### src/rtl/muldiv_pkg.sv
// Shared types and operand-signedness helpers for the iterative RV32M/RV64M multiply/divide unit.
package muldiv_pkg;

    typedef enum logic [2:0] {
        OP_MUL    = 3'b000,
        OP_MULH   = 3'b001,
        OP_MULHSU = 3'b010,
        OP_MULHU  = 3'b011,
        OP_DIV    = 3'b100,
        OP_DIVU   = 3'b101,
        OP_REM    = 3'b110,
        OP_REMU   = 3'b111
    } muldiv_op_e;

    typedef enum logic [1:0] {
        IDLE = 2'd0,
        CALC = 2'd1,
        FIX  = 2'd2,
        DONE = 2'd3
    } muldiv_state_e;

    function automatic logic is_signed_a(input muldiv_op_e op);
        return (op == OP_MULH) || (op == OP_MULHSU) || (op == OP_DIV) || (op == OP_REM);
    endfunction

    function automatic logic is_signed_b(input muldiv_op_e op);
        return (op == OP_MULH) || (op == OP_DIV) || (op == OP_REM);
    endfunction

endpackage

### src/rtl/muldiv_iterative_unit_if.sv
// Issue/result bus between the EX-stage control and the multiply/divide unit.
interface muldiv_iterative_unit_if import muldiv_pkg::*; #(
    parameter int XLEN = 32
);
    logic            start;
    logic            kill;
    muldiv_op_e      op;
    logic [XLEN-1:0] operand_a;
    logic [XLEN-1:0] operand_b;
    logic            busy;
    logic            done;
    logic [XLEN-1:0] result;

    modport master (
        output start, kill, op, operand_a, operand_b,
        input  busy, done, result
    );

    modport slave (
        input  start, kill, op, operand_a, operand_b,
        output busy, done, result
    );
endinterface

### src/rtl/muldiv_step.sv
// One combinational iteration: shift-add multiply step or restoring-divide step on the {hi, lo} pair.
module muldiv_step #(
    parameter int XLEN = 32
) (
    input  logic            is_div,
    input  logic [XLEN-1:0] m,
    input  logic [XLEN-1:0] hi,
    input  logic [XLEN-1:0] lo,
    output logic [XLEN-1:0] hi_n,
    output logic [XLEN-1:0] lo_n
);
    logic [XLEN:0] sum;
    logic [XLEN:0] shifted;
    logic [XLEN:0] diff;

    always_comb begin
        sum     = {1'b0, hi} + (lo[0] ? {1'b0, m} : '0);
        shifted = {hi, lo[XLEN-1]};
        diff    = shifted - {1'b0, m};
        hi_n    = sum[XLEN:1];
        lo_n    = {sum[0], lo[XLEN-1:1]};
        if (is_div) begin
            // Partial remainder stays below the divisor, so bit XLEN of diff is the borrow.
            if (!diff[XLEN]) begin
                hi_n = diff[XLEN-1:0];
                lo_n = {lo[XLEN-2:0], 1'b1};
            end else begin
                hi_n = shifted[XLEN-1:0];
                lo_n = {lo[XLEN-2:0], 1'b0};
            end
        end
    end
endmodule

### src/rtl/muldiv_iterative_unit.sv
// Iterative M-extension unit sharing one {hi, lo} datapath for multiply and divide.
// Optional MULDIV_EARLY_OUT_EN lets trivial multiplies/divides skip the CALC phase.
module muldiv_iterative_unit import muldiv_pkg::*; #(
    parameter int XLEN           = 32,
    parameter int BITS_PER_CYCLE = 1
) (
    input logic                    clk,
    input logic                    rst,
    muldiv_iterative_unit_if.slave bus
);
    localparam int N     = XLEN / BITS_PER_CYCLE;
    localparam int CNT_W = $clog2(N + 1);

    muldiv_state_e   state;
    muldiv_op_e      op_q;
    logic [CNT_W-1:0] cnt_q;
    logic [XLEN-1:0] hi_q, lo_q, m_q, result_q;
    logic            neg_q, neg_r;

    muldiv_op_e      op_in;
    logic            sa, sb, is_div_in, div_zero, div_ovf, early, bypass;
    logic [XLEN-1:0] a, b, mag_a, mag_b, ld_hi, ld_lo, ld_m;
    logic [2*XLEN-1:0] prod_s;
    logic [XLEN-1:0] quo, rem, fix_val;

    logic [XLEN-1:0] hi_c [0:BITS_PER_CYCLE];
    logic [XLEN-1:0] lo_c [0:BITS_PER_CYCLE];

    // Issue decode: magnitudes, special cases and the initial {hi, lo, m} load.
    always_comb begin
        op_in     = bus.op;
        a         = bus.operand_a;
        b         = bus.operand_b;
        is_div_in = op_in[2];
        sa        = is_signed_a(op_in) & a[XLEN-1];
        sb        = is_signed_b(op_in) & b[XLEN-1];
        mag_a     = sa ? -a : a;
        mag_b     = sb ? -b : b;
        div_zero  = is_div_in && (b == '0);
        div_ovf   = ((op_in == OP_DIV) || (op_in == OP_REM)) &&
                    (a == {1'b1, {(XLEN-1){1'b0}}}) && (b == '1);
`ifdef MULDIV_EARLY_OUT_EN
        early     = is_div_in ? (mag_a < mag_b) : ((a == '0) || (b == '0));
`else
        early     = 1'b0;
`endif
        bypass    = div_zero || div_ovf || early;
        ld_hi     = '0;
        ld_lo     = is_div_in ? mag_a : mag_b;
        ld_m      = is_div_in ? mag_b : mag_a;
        // Bypassed ops preload the final unsigned values so FIX passes them through.
        if (div_zero) begin
            ld_hi = a;
            ld_lo = '1;
        end else if (div_ovf) begin
            ld_lo = a;
        end else if (early) begin
            ld_hi = is_div_in ? a : '0;
            ld_lo = '0;
        end
    end

    assign hi_c[0] = hi_q;
    assign lo_c[0] = lo_q;

    for (genvar g = 0; g < BITS_PER_CYCLE; g++) begin : g_step
        muldiv_step #(.XLEN(XLEN)) u_step (
            .is_div (op_q[2]),
            .m      (m_q),
            .hi     (hi_c[g]),
            .lo     (lo_c[g]),
            .hi_n   (hi_c[g+1]),
            .lo_n   (lo_c[g+1])
        );
    end

    always_comb begin
        prod_s = neg_q ? -{hi_q, lo_q} : {hi_q, lo_q};
        quo    = neg_q ? -lo_q : lo_q;
        rem    = neg_r ? -hi_q : hi_q;
        if (!op_q[2])
            fix_val = (op_q == OP_MUL) ? prod_s[XLEN-1:0] : prod_s[2*XLEN-1:XLEN];
        else
            fix_val = op_q[1] ? rem : quo;
    end

    always_ff @(posedge clk or negedge rst) begin
        if (!rst) begin
            state    <= IDLE;
            op_q     <= OP_MUL;
            cnt_q    <= '0;
            hi_q     <= '0;
            lo_q     <= '0;
            m_q      <= '0;
            neg_q    <= 1'b0;
            neg_r    <= 1'b0;
            result_q <= '0;
        end else begin
            case (state)
                IDLE: if (bus.start && !bus.kill) begin
                    op_q  <= op_in;
                    hi_q  <= ld_hi;
                    lo_q  <= ld_lo;
                    m_q   <= ld_m;
                    neg_q <= bypass ? 1'b0 : (sa ^ sb);
                    neg_r <= bypass ? 1'b0 : sa;
                    cnt_q <= CNT_W'(N);
                    state <= bypass ? FIX : CALC;
                end
                CALC: if (bus.kill) begin
                    state <= IDLE;
                end else begin
                    hi_q  <= hi_c[BITS_PER_CYCLE];
                    lo_q  <= lo_c[BITS_PER_CYCLE];
                    cnt_q <= cnt_q - CNT_W'(1);
                    if (cnt_q == CNT_W'(1)) state <= FIX;
                end
                FIX: if (bus.kill) begin
                    state <= IDLE;
                end else begin
                    result_q <= fix_val;
                    state    <= DONE;
                end
                default: state <= IDLE;
            endcase
        end
    end

    assign bus.busy   = (state != IDLE);
    assign bus.done   = (state == DONE);
    assign bus.result = result_q;
endmodule

### src/flat_wrapper.sv
// flat-port wrapper written by rule: the top's interface ports become plain ports
module muldiv_iterative_unit_flat import muldiv_pkg::*;
#(
    parameter int XLEN           = 32,
    parameter int BITS_PER_CYCLE = 1
)
  (clk, rst, bus_start, bus_kill, bus_op, bus_operand_a, bus_operand_b, bus_busy, bus_done, bus_result);
  muldiv_iterative_unit_if #(.XLEN(XLEN)) bus_i ();
  input logic clk;
  input logic rst;
  input wire logic [$bits(bus_i.start)-1:0] bus_start;
  input wire logic [$bits(bus_i.kill)-1:0] bus_kill;
  input wire logic [$bits(bus_i.op)-1:0] bus_op;
  input wire logic [$bits(bus_i.operand_a)-1:0] bus_operand_a;
  input wire logic [$bits(bus_i.operand_b)-1:0] bus_operand_b;
  output wire logic [$bits(bus_i.busy)-1:0] bus_busy;
  output wire logic [$bits(bus_i.done)-1:0] bus_done;
  output wire logic [$bits(bus_i.result)-1:0] bus_result;
  assign bus_i.start = bus_start;
  assign bus_i.kill = bus_kill;
  assign bus_i.op = bus_op;
  assign bus_i.operand_a = bus_operand_a;
  assign bus_i.operand_b = bus_operand_b;
  assign bus_busy = bus_i.busy;
  assign bus_done = bus_i.done;
  assign bus_result = bus_i.result;
  muldiv_iterative_unit #(.XLEN(XLEN), .BITS_PER_CYCLE(BITS_PER_CYCLE)) u_core (.clk(clk), .rst(rst), .bus(bus_i));
endmodule
### config.mk
export PLATFORM = sky130hd
export DESIGN_NAME = muldiv_iterative_unit_flat
export DESIGN_NICKNAME = d
export VERILOG_FILES = /design/src/rtl/muldiv_pkg.sv /design/src/rtl/muldiv_iterative_unit_if.sv /design/src/rtl/muldiv_step.sv /design/src/rtl/muldiv_iterative_unit.sv /design/src/flat_wrapper.sv
export SDC_FILE = /design/constraint.sdc
export NUM_CORES = 1
export LEC_CHECK = 0
export CORE_MARGIN = 5
export CORE_UTILIZATION = 55
export DETAILED_ROUTE_END_ITERATION = 12
export GPL_TIMING_DRIVEN = 0
export PLACE_DENSITY = 0.88
export SLEW_MARGIN = 40
export SYNTH_ARGS = -nofsm -noshare
export SYNTH_HDL_FRONTEND = slang
export SYNTH_SLANG_ARGS = --single-unit
### constraint.sdc
create_clock -name clk -period 3.5 [get_ports clk]
set_clock_uncertainty 0.1 [all_clocks]
set_input_delay 0.7 -clock clk [delete_from_list [all_inputs] [get_ports clk]]
set_output_delay 0.7 -clock clk [all_outputs]
set_load 0.1 [all_outputs]
Word-level counts from Yosys, hierarchy flattened
Cells that the tools add are included.
{ "classes": {"add_sub_neg": 8, "mul": 0, "div_mod_pow": 0, "n_lt_le_gt_ge": 0, "n_eq_ne": 13, "shift": 0, "n_mux": 35, "n_bitwise": 4, "n_reduce_logical": 21} }
{ "op_table": {"columns": ["operator", "count"], "rows": [
  ["32-bit 2-to-1 mux", 20],
  ["32-bit negator", 4],
  ["32-bit one-hot mux with 2 select lines", 2],
  ["32-bit == test, second input constant", 2],
  ["64-bit 2-to-1 mux", 1],
  ["64-bit negator", 1],
  ["32-bit by 33-bit adder with 33-bit output", 1],
  ["33-bit by 32-bit subtractor with 33-bit output", 1],
  ["32-bit zero test", 1],
  ["6-bit 2-to-1 mux", 2],
  ["6-bit one-hot mux with 2 select lines", 1],
  ["2-bit 2-to-1 mux", 5],
  ["1-bit logical OR", 7],
  ["3-bit == test, second input constant", 2],
  ["6-bit by 1-bit == test with 1-bit output, second input constant", 1],
  ["2-bit one-hot mux with 3 select lines", 1],
  ["2-bit AND reduction", 3],
  ["6-bit by 1-bit subtractor with 6-bit output, second input constant", 1],
  ["2-bit == test, second input constant", 2],
  ["1-bit logical AND", 4],
  ["2-bit nonzero test", 2],
  ["3-bit by 1-bit == test with 1-bit output, second input constant", 1],
  ["3-bit by 2-bit == test with 1-bit output, second input constant", 1],
  ["3-bit zero test", 1],
  ["11 further kinds", 14]
]} }
{ "word_totals": {"regBits": 141, "latchBits": 0, "ramBits": 0, "rom_bits": 0, "input_bits": 71, "out_inout_bits": 34, "word_cells": 90, "memories": 0} }

Longest topological paths before layout
{ "logic_depth": {"depth_word": 11, "ltp_mapped": 15} }

Cells and area by module
Synthesis repeated with hierarchy kept, for this count alone.
{ "unflattened": {"cells_unflattened": 2060, "area_unflattened_um2": 15416.0} }
{ "by_module_without_submodules": {"columns": ["mod", "instances", "cells_per_inst", "area_per_inst_um2"], "rows": [
  ["muldiv_iterative_unit", 1, 1378, 10712.8],
  ["muldiv_step", 1, 682, 4703.3]
]} }

Worst setup path after synthesis
OpenSTA, ideal clock, no wires.
{ "synth_timing": {"path_type": "register to register", "start": "register u_core.lo_q[0]", "end": "register u_core.hi_q[30]", "setup_time_ps": 141, "t_arrival_ps": 3339, "setup_slack_ps": -81, "path_stages_with_launch": 15, "path_buffers": 1, "period_less_slack_ps": 3581, "path_cell_list": "dfrtp_1 > inv_1 > clkbuf_1 > nor2_1 > ha_1 > a2111oi_2 > o211a_1 > a31oi_1 > a2111oi_2 > o21ai_1 > a221oi_2 > o21ai_0 > xor2_1 > o221ai_1 > a31oi_1"} }
{ "synth_between": {"elab_chain_len": 5} }
{ "synth_lines": {"columns": ["item", "line", "source"], "rows": [
  ["from (decl)", "muldiv_iterative_unit.sv:17", "logic [XLEN-1:0] hi_q, lo_q, m_q, result_q;"],
  ["from (signal assigned)", "muldiv_iterative_unit.sv:103", "lo_q <= ld_lo;"],
  ["from (signal assigned)", "muldiv_iterative_unit.sv:114", "lo_q <= lo_c[BITS_PER_CYCLE];"],
  ["32-bit 2-to-1 mux", "muldiv_step.sv:17", "sum = {1'b0, hi} + (lo[0] ? {1'b0, m} : '0);"],
  ["32-bit by 33-bit adder with 33-bit output", "muldiv_step.sv:17", null],
  ["32-bit 2-to-1 mux", "muldiv_step.sv:22", "if (is_div) begin"],
  ["32-bit 2-to-1 mux", "muldiv_iterative_unit.sv:110", "CALC: if (bus.kill) begin"],
  ["32-bit one-hot mux with 2 select lines", "muldiv_iterative_unit.sv:99", "case (state)"],
  ["to (signal assigned)", "muldiv_iterative_unit.sv:102", "hi_q <= ld_hi;"],
  ["to (signal assigned)", "muldiv_iterative_unit.sv:113", "hi_q <= hi_c[BITS_PER_CYCLE];"],
  ["to (decl)", "muldiv_iterative_unit.sv:17", null]
]} }
No other way between the ends. The select of a mux whose other input is x is not followed.
A chain may end at the register's enable or synchronous reset.

Final worst setup path
Same ends and word-level chain as after synthesis.

==> reports/qor.txt <==
Fin cells -> 2,546
Crit path required time -> 3710 ps
DRT Pass-1 Iters -> 5
Final slew viol count -> 0
Die H -> 176 um
R2R Setup Slk -> -140 ps
TritonCTS clock tree -> yes
Final RePlAce weighted congestion -> 1.06
Family with the most delay on the worst path -> compound AO/OA/AOI/OAI gates
Cells on worst reg2reg path -> 14
Row cnt -> 60
Post-synth net total -> 2,173
Yosys cell types -> 90
Reg2reg start -> u_core.lo_q[0]
Seq cells post-synth -> 141
Gate Count Post-Synth -> 2,029
Clock Latency Late Sink -> 470 ps
Crit Path Class -> reg2reg
Count leader, synth -> nand2_1
WP depth -> 14
Share of the synthesized area in the top cell type -> 23.4%
Layout cells sized above 1 -> 13.2%
Core Footprint -> 0.0270 mm2
Post-DP HPWL -> 53,100 um
Worst Setup SP -> u_core.lo_q[0]
Total GRT Usage -> 42.5%
Placed insts -> 2,473
Port-buffer cells -> 102
Failing checks -> negative setup slack
# hold bufs at CTS -> 0
Vias/cell -> 6.94
CP cell instances -> inv_6, clkbuf_16, nor2_4, ha_4, a2111oi_4, o211a_1, a31oi_4, a2111oi_4, o21ai_2, a221oi_4, o21ai_2, xor2_1, o221ai_1, a31oi_1
First DRT Iteration DRCs -> 2,216
Final min period -> 3640 ps
Nets -> 2,335
GRT overflow -> 0
Endpoint class of the critical path -> register
Maximum buffer depth of the clock tree -> 2
Reg-to-reg critical path endpoint -> u_core.hi_q[30]
Max_cap viols -> 0
CP max FO -> 10
Initial Util -> 55.9%
Sequential share of power -> 17.7%
Drt wl/cell -> 26.8 um
Synth Flop Type -> dfrtp_1
Startpoint types -> register
Final WL -> 68,300 um
Worst min path class -> in2async
Dominant cell type by area after synthesis -> dfrtp_1
Setup Viol. Count Final -> 10
Num Clock Sinks -> 141
CTS root buf -> clkbuf_16
H-tree depth -> 4
WP data arrival -> 3850 ps
Initial antenna violation count -> 3
EDFF count, synth -> 0
Measured slew at the worst slew-check pin -> 985 ps
Sw Share -> 56.0%
Leakage -> 7.52 nW
Die area -> 0.0309 mm2
Die width -> 176 um
# DRC -> 0
Outcome -> complete, but fails checks
Largest cells by area after synthesis -> dfrtp_1 23%, a21oi_1 7.4%, xnor2_1 6.9%
CP peak stage delay -> 460 ps
CTS Buf Count -> 17
CTS clk-pin slew, worst paths -> 80 ps
First-pass GRT wire length -> 100,000 um
CP max-delay cell -> a2111oi_4
Final ANT Viol Nets -> 0
Fill count -> 2,365
Sequential-to-total area share from yosys stat -> 23.4%
Switching power -> 9.82 mW
Clock share of power -> 10.7%
Fmax -> 0.275 GHz
Final setup margin -> -136 ps
Period utilisation layout -> 104%
Synth top cells by count -> 232 x nand2_1, 222 x a21oi_1, 190 x nor2_1, 175 x o21ai_0, 141 x dfrtp_1
Pre-CTS setup slack -> -1140 ps
Rel. slew slack -> 34.4%
Syn_area_per_cell -> 7.44 um2
Largest net degree at the start of global routing -> 72
Worst path buffer plus inverter count -> 2
Ys Warns -> 0
Via count -> 17,700
Area Growth Syn to Fin -> 19.3%
VDD IR max -> 0.699 mV
Io pins -> 105
Hold_ws -> 91.2 ps
RSZ-0062 raised after global routing -> true
Post-synth design cell area -> 0.0151 mm2
Vias in the first global route -> 16,600
Ys async rst share -> 100%
Final hold vios -> 0
P per Cell Area -> 972 mW/mm2
CP Capture Point -> u_core.hi_q[30]
Internal Dissipation -> 7.70 mW
Combinational group share of total power -> 71.6%
layout by cell type (no fill, tap or decap), types with 10 or more instances in the layout:
cell type,netlist,routed
a211oi_1,35,29
a21o_1,33,32
a21oi_1,222,213
a221oi_1,21,19
a31oi_1,23,22
and3_1,12,12
buf_2,19,47
buf_4,2,45
clkbuf_1,104,98
clkbuf_16,0,18
clkdlybuf4s50_1,0,61
dfrtp_1,141,134
ha_1,71,66
inv_1,65,63
mux2_2,11,11
mux2i_1,31,31
nand2_1,232,229
nand2b_1,28,27
nand3_1,20,19
nand4_1,21,21
nor2_1,190,187
nor2b_1,11,10
nor3_1,44,40
o211ai_1,23,23
o21a_1,10,10
o21ai_0,175,162
o21ai_1,12,16
o21bai_1,10,10
o221ai_1,19,18
o22ai_1,18,18
o31ai_1,34,32
or2_2,12,12
or3_1,13,11
xnor2_1,119,114
xor2_1,88,83
per-layer routing:
metal  global-route usage [%]  share of wire [%]  vias up  routed length (um)
met5                        0               0.18        -                 126
met4                     28.5                8.4        6                5750
met3                     10.9                 12      354                8020
met2                     64.4                 43     1300               29100
met1                     53.2                 37     8342               25300
li1                         -                  -     7671                   -
state kept, by name (all words and copies together), names as in the netlist:
name / flops
u_core.bus.result: 32
u_core.hi_q: 32
u_core.lo_q: 32
u_core.m_q: 32
u_core.cnt_q: 6
u_core.op_q: 3
u_core.state: 2
u_core.neg_q: 1
u_core.neg_r: 1
cell families after synthesis:
logic type,Yosys count,synth area share (%)
AOI/OAI and AO/OA,705,29.2
xor gates and xnor gates,207,12.0
adders and majority gates,73,6.15
buffers and inverters,208,5.53
DFF,141,23.4
muxes,42,2.87
and+or+nand+nor,653,20.9
how the worst min path moves through the flow:
stage                     startpoint                     to  slack (ps)  depth (start not counted)
2_1_floorplan                    rst   u_core.bus.result[0]         300                          0
3_3_place_gp   u_core.bus.result[18]  u_core.bus.result[18]         360                          1
6_report                         rst  u_core.bus.result[29]          90                          1
3_5_place_dp   u_core.bus.result[13]  u_core.bus.result[13]         360                          1
5_1_grt                          rst  u_core.bus.result[23]         160                          1
4_1_cts                          rst  u_core.bus.result[29]         130                          1
power by group through the flow:
| stage | registers, mW | logic, mW | clock network, mW |
|---|---|---|---|
| 6_report | 3.09 | 12.5 | 1.88 |
| 5_1_grt | 3.13 | 13.3 | 1.93 |
| 4_1_cts | 3.00 | 11.7 | 1.85 |
| 3_5_place_dp | 3.02 | 11.1 | 0 |
| 3_3_place_gp | 3.01 | 11.0 | 0 |
| 2_1_floorplan | 3.55 | 7.31 | 0 |
what timing repair did:
item | CTS | global route
resized for setup | 84 | 88
endpoints found under the setup margin | 77 | 82
cloned | 0 | 0
setup buffers | 19 | 23
pin swaps | 32 | 36
through the flow:
stage          TNS, ps  util, %  power, mW  instance area, um2
6_report          -428     66.7       17.5               18000
5_1_grt          -1350     66.7       18.3               18000
4_1_cts          -34.8     64.7       16.5               17500
3_5_place_dp    -63390     60.7       14.1               16400
3_3_place_gp   -641910     61.2       14.0               16600
2_1_floorplan        0        -       10.9               15100
cell type report:
class / instances / area, um2 / area share [%]
Sequential cell: 141 / 3540 / 19.6
Tap cell: 341 / 427 / 2.37
Clock buffer: 20 / 447 / 2.48
Inverter: 67 / 262 / 1.45
Buffer: 139 / 664 / 3.69
Antenna cell: 1 / 2.50 / 0.0139
Timing Repair Buffer: 145 / 1240 / 6.89
Multi-Input combinational cell: 1680 / 11300 / 62.8
Clock inverter: 12 / 128 / 0.708
worst register-to-register path: stages (launching register included):
cell	delay, ps
dfrtp_2	450
inv_6	130
clkbuf_16	180
nor2_4	50
ha_4	250
a2111oi_4	400
o211a_1	240
a31oi_4	130
a2111oi_4	460
o21ai_2	170
a221oi_4	390
o21ai_2	130
xor2_1	160
o221ai_1	180
a31oi_1	60
Power figures use the tool's default switching activity.
